**src/rtl/shf_wb_ctl_pkg.sv**
```systemverilog
// Shared definitions for the shifter writeback path: status bit positions and
// shifter operation class codes.
package shf_wb_ctl_pkg;

    localparam int SHF_STAT_SZ = 0;
    localparam int SHF_STAT_SV = 1;
    localparam int SHF_STAT_SS = 2;

    typedef enum logic [1:0] {
        SHF_ASH = 2'b00,
        SHF_ROT = 2'b01,
        SHF_LZ  = 2'b10,
        SHF_LO  = 2'b11
    } shf_cls_e;

endpackage

```
**src/rtl/shf_wb_fifo.sv**
```systemverilog
// Writeback buffer: DEPTH-entry FIFO of {dest address, data}. A push into a full
// buffer is accepted only when a pop happens on the same edge.
module shf_wb_fifo #(
    parameter int WIDTH = 20,
    parameter int DEPTH = 2,
    parameter int CW    = $clog2(DEPTH + 1),
    parameter int PW    = (DEPTH > 1) ? $clog2(DEPTH) : 1
) (
    input  logic             clk,
    input  logic             rst_n,
    input  logic             i_push,
    input  logic [WIDTH-1:0] i_din,
    input  logic             i_pop,
    output logic [WIDTH-1:0] o_head,
    output logic [CW-1:0]    o_count
);
    localparam logic [PW-1:0] LAST = PW'(DEPTH - 1);
    localparam logic [CW-1:0] FULL = CW'(DEPTH);

    logic [WIDTH-1:0] r_mem [DEPTH];
    logic [PW-1:0]    r_wr_ptr;
    logic [PW-1:0]    r_rd_ptr;
    logic [CW-1:0]    r_count;
    logic             w_push;
    logic             w_pop;

    assign w_pop  = i_pop & (r_count != '0);
    assign w_push = i_push & ((r_count != FULL) | w_pop);

    always_ff @(posedge clk or negedge rst_n) begin
        if (!rst_n) begin
            r_mem    <= '{default: '0};
            r_wr_ptr <= '0;
            r_rd_ptr <= '0;
            r_count  <= '0;
        end else begin
            if (w_push) begin
                r_mem[r_wr_ptr] <= i_din;
                r_wr_ptr        <= (r_wr_ptr == LAST) ? '0 : r_wr_ptr + 1'b1;
            end
            if (w_pop) begin
                r_rd_ptr <= (r_rd_ptr == LAST) ? '0 : r_rd_ptr + 1'b1;
            end
            case ({w_push, w_pop})
                2'b10:   r_count <= r_count + 1'b1;
                2'b01:   r_count <= r_count - 1'b1;
                default: r_count <= r_count;
            endcase
        end
    end

    assign o_head  = r_mem[r_rd_ptr];
    assign o_count = r_count;

endmodule

```
**src/rtl/shf_wb_ctl.sv**
```systemverilog
// Shifter consumer: tracks issued ops, captures result and flags one cycle later,
// buffers them and writes them back to the register file over a req/grant port.
module shf_wb_ctl
    import shf_wb_ctl_pkg::*;
#(
    parameter int DATASIZE = 16,
    parameter int ADDRSIZE = 4,
    parameter int DEPTH    = 2
) (
    input  logic                clk_exe,
    input  logic                reset,
    input  logic                ps_shf_en,
    input  logic [ADDRSIZE-1:0] ps_shf_rn,
    input  logic                ps_ss_clr,
    input  logic [DATASIZE-1:0] shf_xb_dt,
    input  logic                shf_ps_sv,
    input  logic                shf_ps_sz,
    input  logic                rf_shf_gnt,
    output logic                shf_rf_we,
    output logic [ADDRSIZE-1:0] shf_rf_addr,
    output logic [DATASIZE-1:0] shf_rf_dt,
    output logic [2:0]          shf_ps_stat,
    output logic                shf_ps_stall
);
    localparam int CW = $clog2(DEPTH + 1);
    localparam int EW = ADDRSIZE + DATASIZE;

    logic                r_v1;
    logic [ADDRSIZE-1:0] r_rn_d;
    logic [2:0]          r_stat;
    logic [CW-1:0]       w_count;
    logic [EW-1:0]       w_head;
    logic                w_nonempty;
    logic                w_stall;

    // Stall counts the in-flight op so it always has a slot when it lands.
    assign w_stall    = ({1'b0, w_count} + (CW + 1)'(r_v1)) >= (CW + 1)'(DEPTH);
    assign w_nonempty = (w_count != '0);

    always_ff @(posedge clk_exe or negedge reset) begin
        if (!reset) begin
            r_v1   <= 1'b0;
            r_rn_d <= '0;
            r_stat <= 3'b000;
        end else begin
            r_v1 <= ps_shf_en & ~w_stall;
            if (ps_shf_en & ~w_stall) begin
                r_rn_d <= ps_shf_rn;
            end
            if (r_v1) begin
                r_stat[SHF_STAT_SZ] <= shf_ps_sz;
                r_stat[SHF_STAT_SV] <= shf_ps_sv;
            end
            // A capture setting SS beats a simultaneous clear.
            r_stat[SHF_STAT_SS] <= (r_stat[SHF_STAT_SS] & ~ps_ss_clr) | (r_v1 & shf_ps_sv);
        end
    end

    shf_wb_fifo #(
        .WIDTH (EW),
        .DEPTH (DEPTH)
    ) u_fifo (
        .clk     (clk_exe),
        .rst_n   (reset),
        .i_push  (r_v1),
        .i_din   ({r_rn_d, shf_xb_dt}),
        .i_pop   (rf_shf_gnt),
        .o_head  (w_head),
        .o_count (w_count)
    );

    assign shf_rf_we    = w_nonempty;
    assign shf_rf_addr  = w_nonempty ? w_head[EW-1:DATASIZE] : '0;
    assign shf_rf_dt    = w_nonempty ? w_head[DATASIZE-1:0] : '0;
    assign shf_ps_stat  = r_stat;
    assign shf_ps_stall = w_stall;

endmodule

```
**config.mk**
```make
export PLATFORM = sky130hd
export DESIGN_NAME = shf_wb_ctl
export DESIGN_NICKNAME = d
export VERILOG_FILES = /design/src/rtl/shf_wb_ctl_pkg.sv /design/src/rtl/shf_wb_fifo.sv /design/src/rtl/shf_wb_ctl.sv
export SDC_FILE = /design/constraint.sdc
export NUM_CORES = 1
export LEC_CHECK = 0
export ABC_AREA = 1
export CORE_ASPECT_RATIO = 1.1
export CORE_MARGIN = 2
export CORE_UTILIZATION = 45
export CTS_CLUSTER_SIZE = 16
export DETAILED_ROUTE_END_ITERATION = 7
export PLACE_DENSITY = 0.82
export SYNTH_ARGS = -nofsm -noshare
export SYNTH_HDL_FRONTEND = slang
export SYNTH_SLANG_ARGS = --single-unit
export TNS_END_PERCENT = 5
```
**constraint.sdc**
```tcl
create_clock -name clk_exe -period 2.95 [get_ports clk_exe]
set_clock_uncertainty 0.15 [all_clocks]
set_input_delay 0.4425 -clock clk_exe [delete_from_list [all_inputs] [get_ports clk_exe]]
set_output_delay 0.4425 -clock clk_exe [all_outputs]
set_load 0.02 [all_outputs]
```
# After elaboration in Yosys (flattened, before gate mapping)
# Cells that the tools add are included.
# Widths: inputs -> output; s select.
# word_totals
reg_bits	52
elab_cells	46
# op_classes
add_sub_neg	5
bitwise	11
n_mux	11
n_eq_ne	3
order_cmp	4
n_reduce_logical	3
# ops
cell	n
$mux 20	4
$bwmux 40	1
$demux 20 s1	1
$mux 16	1
$and 1x1->1	5
$ge 2x2->1 const B	2
$mux 4	1
$not 1->2	2
$pmux 2 s2	1
$reduce_bool 2->1	2
$add 2x1->3	1
$ge 3x2->1 const B	1
$add 1x1->1 const B	2
$add 2x1->2 const B	1
$eq 2x1->1 const B	1
$eq 2x2->1 const B	1
$lt 2x1->1 const B	1
$mux 1	2
$ne 2x2->1 const B	1
$not 1->1	2
$or 1x1->1	2
$sub 2x1->2 const B	1
$logic_and 1x1->1	1

# Depth between registers and ports, before layout
# Gate-level depths: netlist of the first run.
# depth
word_depth	6
mapped_depth	8
mapped_depth_nobuf	8

# Cells and area by module
# Synthesis of the first run repeated with hierarchy kept, for this count alone.
# unflattened
cells_unflattened	345
hier_area_um2	2650.0
# modules_own_cells
mod	cells_per_inst	n_inst	area_each_um2
shf_wb_fifo	268	1	2150.8
shf_wb_ctl	77	1	499.2

# Least setup slack after synthesis of the first run
# OpenSTA, ideal clock, no wires.
# synth_path
path_kind	register to output
from	reg u_fifo.r_rd_ptr
to	out shf_rf_dt[10]
required_time_ns	2.358
n_path_buf	1
arrival_ns	1.123
path_slack_ns	1.235
stages_incl_launch_ff	5
cell_sequence	dfrtp_1 inv_1 clkbuf_1 nand2_1 a21oi_1
# synth_via
elab_chain_len	5
# synth_rtl
item	line	text
from (decl)	shf_wb_fifo.sv:22	logic [PW-1:0] r_rd_ptr;
from (signal assigned)	shf_wb_fifo.sv:42	r_rd_ptr <= (r_rd_ptr == LAST) ? '0 : r_rd_ptr + 1'b1;
$not 1->2 (not written as such)	shf_wb_fifo.sv:52	assign o_head = r_mem[r_rd_ptr];
$mux 20 (not written as such) (3 in a row)	shf_wb_fifo.sv:52	
$mux 16	shf_wb_ctl.sv:74	assign shf_rf_dt = w_nonempty ? w_head[DATASIZE-1:0] : '0;
to (decl)	shf_wb_ctl.sv:21	output logic [DATASIZE-1:0] shf_rf_dt,
# No other way between the ends. The select of a mux whose other input is x is not followed.

# Worst setup path in the final report of the first run
# layout_path
from	reg u_fifo.r_rd_ptr
to	out shf_rf_addr[3]
# layout_via
elab_chain_len	5
# layout_rtl
item	line	text
$not 1->2 (not written as such)	shf_wb_fifo.sv:52	
$mux 20 (not written as such) (3 in a row)	shf_wb_fifo.sv:52	
$mux 4	shf_wb_ctl.sv:73	assign shf_rf_addr = w_nonempty ? w_head[EW-1:DATASIZE] : '0;
to (decl)	shf_wb_ctl.sv:20	output logic [ADDRSIZE-1:0] shf_rf_addr,
# No other way between the ends. The select of a mux whose other input is x is not followed.

==> results of run 1 <==
[critical path, delay by kind of cell, from the launching register on]
family	cells	cell delay, ns
buffers and inverters	2	1.13
DFF	1	0.38
AOI/OAI and AO/OA	1	0.22
and+or+nand+nor	1	0.10
[power breakdown]
group / internal [uW] / switching, uW / leakage [uW]
clock: 192 / 223 / 0.0000455
sequential: 1040 / 193 / 0.000651
combinational: 710 / 1090 / 0.000797
total: 1940 / 1500 / 0.00149
[layout by cell type, fill, tap and decap left out, types with 2 or more instances in the layout]
master,count
a21oi_1,20
clkdlybuf4s50_1,50
inv_2,2
o21ai_0,2
nor2_1,2
buf_4,6
inv_1,8
nand2_1,141
nand4_1,41
clkbuf_1,2
clkbuf_8,6
nand3_4,2
nand3_1,2
dfrtp_1,52
[worst paths after layout]
| kind | startpoint | end | slack (ns) | depth (start not counted) |
|---|---|---|---|---|
| setup / recovery | u_fifo.r_rd_ptr$_DFFE_PN0P_ | shf_rf_addr[3] | 0.22 | 4 |
| setup reg to reg | u_fifo.o_count[0]$_DFFE_PN0P_ | u_fifo.o_count[1]$_DFFE_PN0P_ | 1.08 | 8 |
| min in group asynchronous | reset | u_fifo.r_mem[25]$_DFFE_PN0P_ | 0.50 | 2 |
| max in group asynchronous | reset | u_fifo.r_mem[12]$_DFFE_PN0P_ | 1.37 | 3 |
| hold / removal | u_fifo.r_mem[33]$_DFFE_PN0P_ | u_fifo.r_mem[33]$_DFFE_PN0P_ | 0.33 | 2 |
| hold reg to reg | u_fifo.r_mem[33]$_DFFE_PN0P_ | u_fifo.r_mem[33]$_DFFE_PN0P_ | 0.33 | 2 |
[metal layers]
layer | GRT usage [%] | wire length, microns | up-vias
met1 | 26.79 | 2360 | 1014
met5 | 0 | 0 | -
li1 | - | - | 1069
met3 | 3.681 | 377 | 7
met4 | 4.286 | 51 | 0
met2 | 34.12 | 2873 | 80
[logic make-up (layout without fill, tap and decap cells)]
group | Yosys count | count (layout)
simple gates | 190 | 190
flops | 52 | 52
buf+inv | 33 | 76
compound gates | 22 | 22
xor+xnor | 2 | 2
fa+ha+maj | 1 | 1
mux | 1 | 1
[cell type report]
type	count	area (sq um)
multi-input cells	216	1006
fillers	512	2271
flip-flops and latches	52	1301
inverters	10	37.54
well taps	75	93.84
repair buffers	58	560.5
clock buffers	8	90.09
[repair_timing]
item                                    CTS  global route
hold buffers                              1             0
hold endpoints to repair                 22             0
endpoints found under the setup margin    0             0
[through the flow]
stage	setup WS [ns]	area [sq um]
after floorplan	1.235	2490
after global placement	0.5349	2989
after detailed placement	0.5314	2989
after CTS	0.1770	3089
after global routing	0.07189	3089
final	0.2191	3089
[state kept, by name, summed over array words and instances (netlist names)]
register	flops
u_fifo.r_wr_ptr	1
u_fifo.r_mem	40
r_v1	1
r_rn_d	4
u_fifo.r_rd_ptr	1
u_fifo.o_count	2
shf_ps_stat	3
==> results.json, run 1 <==
{
  "synthFlopType": "dfrtp_1",
  "cp.required_ns": 2.36,
  "postCtsSetupRepairBufs": 0,
  "synth-seq-area-share_pct": 52.26,
  "yosys_warnings": 0,
  "syn_avg_cell_area_sq_um": 8.272,
  "startpoint_type": "flip-flop",
  "wl_per_cell_microns": 13.51,
  "synthCells": 301,
  "slew_viol_final": 0,
  "min_path_type": "reg -> reg",
  "synth_area_sq_um": 2490,
  "io_buffers": 51,
  "wirelength_microns": 5662,
  "yosysMostFrequentCell": "nand2_1",
  "chipHeight_microns": 82.02,
  "drtIter0Drc": 226,
  "critPathSlowestCell": "clkdlybuf4s50_1",
  "synth_top_area_cell": "dfrtp_1",
  "synth_seq_cells": 52,
  "run_status": "finished clean",
  "dieArea_sq_um": 6145,
  "vias": 2170,
  "drc": 0,
  "clock-sinks": 52,
  "grt_max_degree": 47,
  "worst_pin_slew_ns": 0.6626,
  "core_area_sq_um": 5360,
  "boundaryPins": 52,
  "max_freq_mhz": 366.2,
  "synth_nets": 329,
  "dp_hpwl_microns": 3564,
  "yosys.area_share.xor_xnor_pct": 0.7035,
  "leakage_uw": 0.001493,
  "antenna_found_initial": 0,
  "fin_nets": 371,
  "min_period_over_period_pct": 92.57,
  "placed_cells": 410,
  "setup_viol": 0,
  "ant_nets": 0,
  "crit_path_end_kind": "output port",
  "die_w_microns": 74.93,
  "synth_top_family_by_area": "simple AND/OR/NAND/NOR gates",
  "path_clk_slew_ns": 0.09,
  "clockRootBuffer": "clkbuf_8",
  "grt_pass1_wl_microns": 9522,
  "start_util_pct": 46.45,
  "cts_buffers": 5,
  "drive_above_1_share_pct": 5.814,
  "num_antenna_cells": 0,
  "crit_arrival_ns": 2.14,
  "synth_cell_type_count": 21,
  "ys_async_sr_fraction_pct": 100.0,
  "synthToLayoutAreaGrowth_pct": 24.07,
  "cts_resized": 0,
  "grt_use_total_pct": 20.09,
  "finalSetupTns_ns": 0,
  "grt_overflow": 0,
  "viasPerCell": 5.179,
  "rsz0062_at_grt": "false",
  "max_cap_violations": 0,
  "path_cells": "inv_1 > nand2_1 > a21oi_1 > clkdlybuf4s50_1",
  "rows": 28,
  "clk_latency_ns": 0.30,
  "synth_top_cells_by_area": "dfrtp_1 (52%), nand2_1 (21%), nand4_1 (10%)",
  "synth_fa_ha_area_share_pct": 0.5025,
  "path_max_fanout": 20,
  "max_stage_delay_ns": 0.64,
  "post-layout-total-power_uw": 3443,
  "fin_crit_ns": 2.731,
  "post-route-util_pct": 57.63,
  "synth-edff-count": 0,
  "yosys.area_share.simple_pct": 34.32,
  "synth_top_area_share_pct": 52.26,
  "p_per_area_nw_per_um2": 1114,
  "cts_tree": "yes",
  "synth_mux_area_share_pct": 0.4523,
  "synth_common_cells": "nand2_1 (141), dfrtp_1 (52), nand4_1 (41), a21oi_1 (20), buf_2 (11)",
  "htreeDepth": 2,
  "report.final.hold_viol_count": 0,
  "hold_ws_ns": 0.3270,
  "slew-limit-headroom_pct": 55.78,
  "gp_congestion": 0.7614,
  "first_pass_iters": 5,
  "peakVddDrop_mv": 0.6502,
  "synth-compound-area-share_pct": 4.422,
  "layout.cells.non_filler": 419,
  "grt_pass1_vias": 2056,
  "path_class": "reg -> out",
  "cts_buffer_depth": 2
}
No activity file was read; power rests on OpenSTA's default activity.
==> run 2: changes to the inputs <==
--- a/config.mk
+++ b/config.mk
@@ -6,6 +6,7 @@
 export NUM_CORES = 1
 export LEC_CHECK = 0
 export ABC_AREA = 1
+export CAP_MARGIN = 0
 export CORE_ASPECT_RATIO = 1.1
 export CORE_MARGIN = 2
 export CORE_UTILIZATION = 45
==> results of run 2 <==
Same layout as run 1: the final DEF is identical, and so are final timing and power.
==> RTL edit: new RTL, settings of run 1 <==
Set the parameter `DATASIZE` to 8 (it was 16).
--- a/src/rtl/shf_wb_ctl.sv
+++ b/src/rtl/shf_wb_ctl.sv
@@ -3,7 +3,7 @@
 module shf_wb_ctl
     import shf_wb_ctl_pkg::*;
 #(
-    parameter int DATASIZE = 16,
+    parameter int DATASIZE = 8,
     parameter int ADDRSIZE = 4,
     parameter int DEPTH    = 2
 ) (
Interface: changed (resized shf_rf_dt and shf_xb_dt); port bits go from 52 to 36. No check against the original RTL was run, so the function may have changed too.
==> RTL edit against run 1 <==
  * Sequential cell count fell by 16
  * Sequential share of layout area down 0.60 points
  * Design area decreased by 30%
  * Power is 30% lower
  * Synthesized area shrank 30%
  * Wire length fell by 36%
  * Worst hold slack got worse by 0.0070 ns
  * Setup slack better by 0.24 ns
  * Critical endpoint is now shf_rf_addr[1]
  * Largest power group unchanged
==> RTL edit: results (changes against run 1) <==
Synthesis:
- The synthesized instance count was 202 (-33%).
- By count the netlist is led by 93 x sky130_fd_sc_hd__nand2_1, 36 x sky130_fd_sc_hd__dfrtp_1, 25 x sky130_fd_sc_hd__nand4_1.
- The number of different library cells in the post-synthesis netlist was 19 (-9.5%).
- Ranked by total cell area, the synthesized netlist is headed by sky130_fd_sc_hd__dfrtp_1 52%, sky130_fd_sc_hd__nand2_1 20%, sky130_fd_sc_hd__nand4_1 9.0%, sky130_fd_sc_hd__a21oi_1 3.5%, sky130_fd_sc_hd__buf_6 3.2%.

GRT:
- The overall global routing resource usage is 0.179 (-0.0219).
- The maximum number of pins on one net before global-route repair is 37 (-21%).
- The global-route wire length before repair is 6070 µm (-36%).
- The via count of the first global-routing pass is 1371 (-33%).

Place:
- The detailed placer's ending HPWL was 2340 µm (-34%).
- The number of buffer cells added on primary ports is 35 (-31%).
- The post-place instance area came to 0.00208 mm² (-30%).
- The number of placed cells counting well taps is 279 (-32%).
- The post-placement setup slack is 0.706 ns (+0.175 ns).

Cells and area:
- The layout filler cell count is 336 (-34%).
- The net count of the finished layout is 256 (-31%).
- The proportion of layout cells with a drive suffix above 1 is 0.0759 (+0.0178).

Timing:
- The remaining max-slew budget at the tightest pin came to 0.609 (+0.0512).
- The maximum operating frequency was 0.402 GHz (+9.7%).

Setup path:
- The arrival time of data at the critical path endpoint is 1.90 ns (-0.24 ns).
- The worst reg-to-reg path cell count is 7 (-1).
- The maximum fanout along the worst path is 12 (-40%).
- The worst setup slack for register-to-register paths is 1.17 ns (+0.09 ns).

Power and ir drop:
- The total power divided by cell area came to 1120 mW/mm² (about the same).
- The largest voltage drop on the vdd net came to 0.716 mV (+10%).

Route:
- The via density per instance is 4.94 (-4.7%).
- The total iterations of the first detailed-routing run is 4 (-1).
- The violation count after the first detailed-route iteration is 79 (-65%).

Worst hold path:
- The startpoint of the lowest-slack hold path is u_fifo.r_mem[23].

Status:
- The run finished with clean final reports.
==> RTL edit: worst max-delay path, cell delays in order (launching register included) <==
cell and delay (ns):
sky130_fd_sc_hd__dfrtp_1 0.38, sky130_fd_sc_hd__inv_1 0.32, sky130_fd_sc_hd__nand2_1 0.10, sky130_fd_sc_hd__a21oi_1 0.18, sky130_fd_sc_hd__clkdlybuf4s50_1 0.63
==> RTL edit: cell type report <==
type / count / share of cell area
clock buffers: 8 / 0.0415
inverters: 10 / 0.0173
multi-input cells: 144 / 0.322
flip-flops and latches: 36 / 0.415
well taps: 50 / 0.0288
repair buffers: 39 / 0.175
==> RTL edit: power breakdown <==
part / switching, W / internal, W
logic: 0.000691 / 0.000488
registers: 0.000168 / 0.000718
clock network: 0.000165 / 0.000190
==> RTL edit: metal layers <==
metal  routed length [µm]  part of all wire  global-route usage  up-vias
li1                     -                 -                   -      728
met1                 1550              0.43               0.214      636
met2                 1770              0.49               0.310       49
met3                  253             0.070              0.0506        4
met4                   31            0.0086              0.0568        0
met5                    0                 0                   0        -
==> RTL edit: cells by family after synthesis <==
kind of cell | Yosys count | synth area share
muxes | 1 | 0.00650
DFF | 36 | 0.520
adders and majority gates | 1 | 0.00722
buffers and inverters | 22 | 0.0773
AOI/OAI and AO/OA | 14 | 0.0404
xor gates and xnor gates | 2 | 0.0101
and+or+nand+nor | 126 | 0.339
==> RTL edit: through the flow <==
step	hold slack, ns	power, W
after global placement	0.303	0.00204
after CTS	0.326	0.00244
after floorplan	-0.00309	0.00167
final	0.320	0.00242
after detailed placement	0.309	0.00207
after global routing	0.347	0.00260
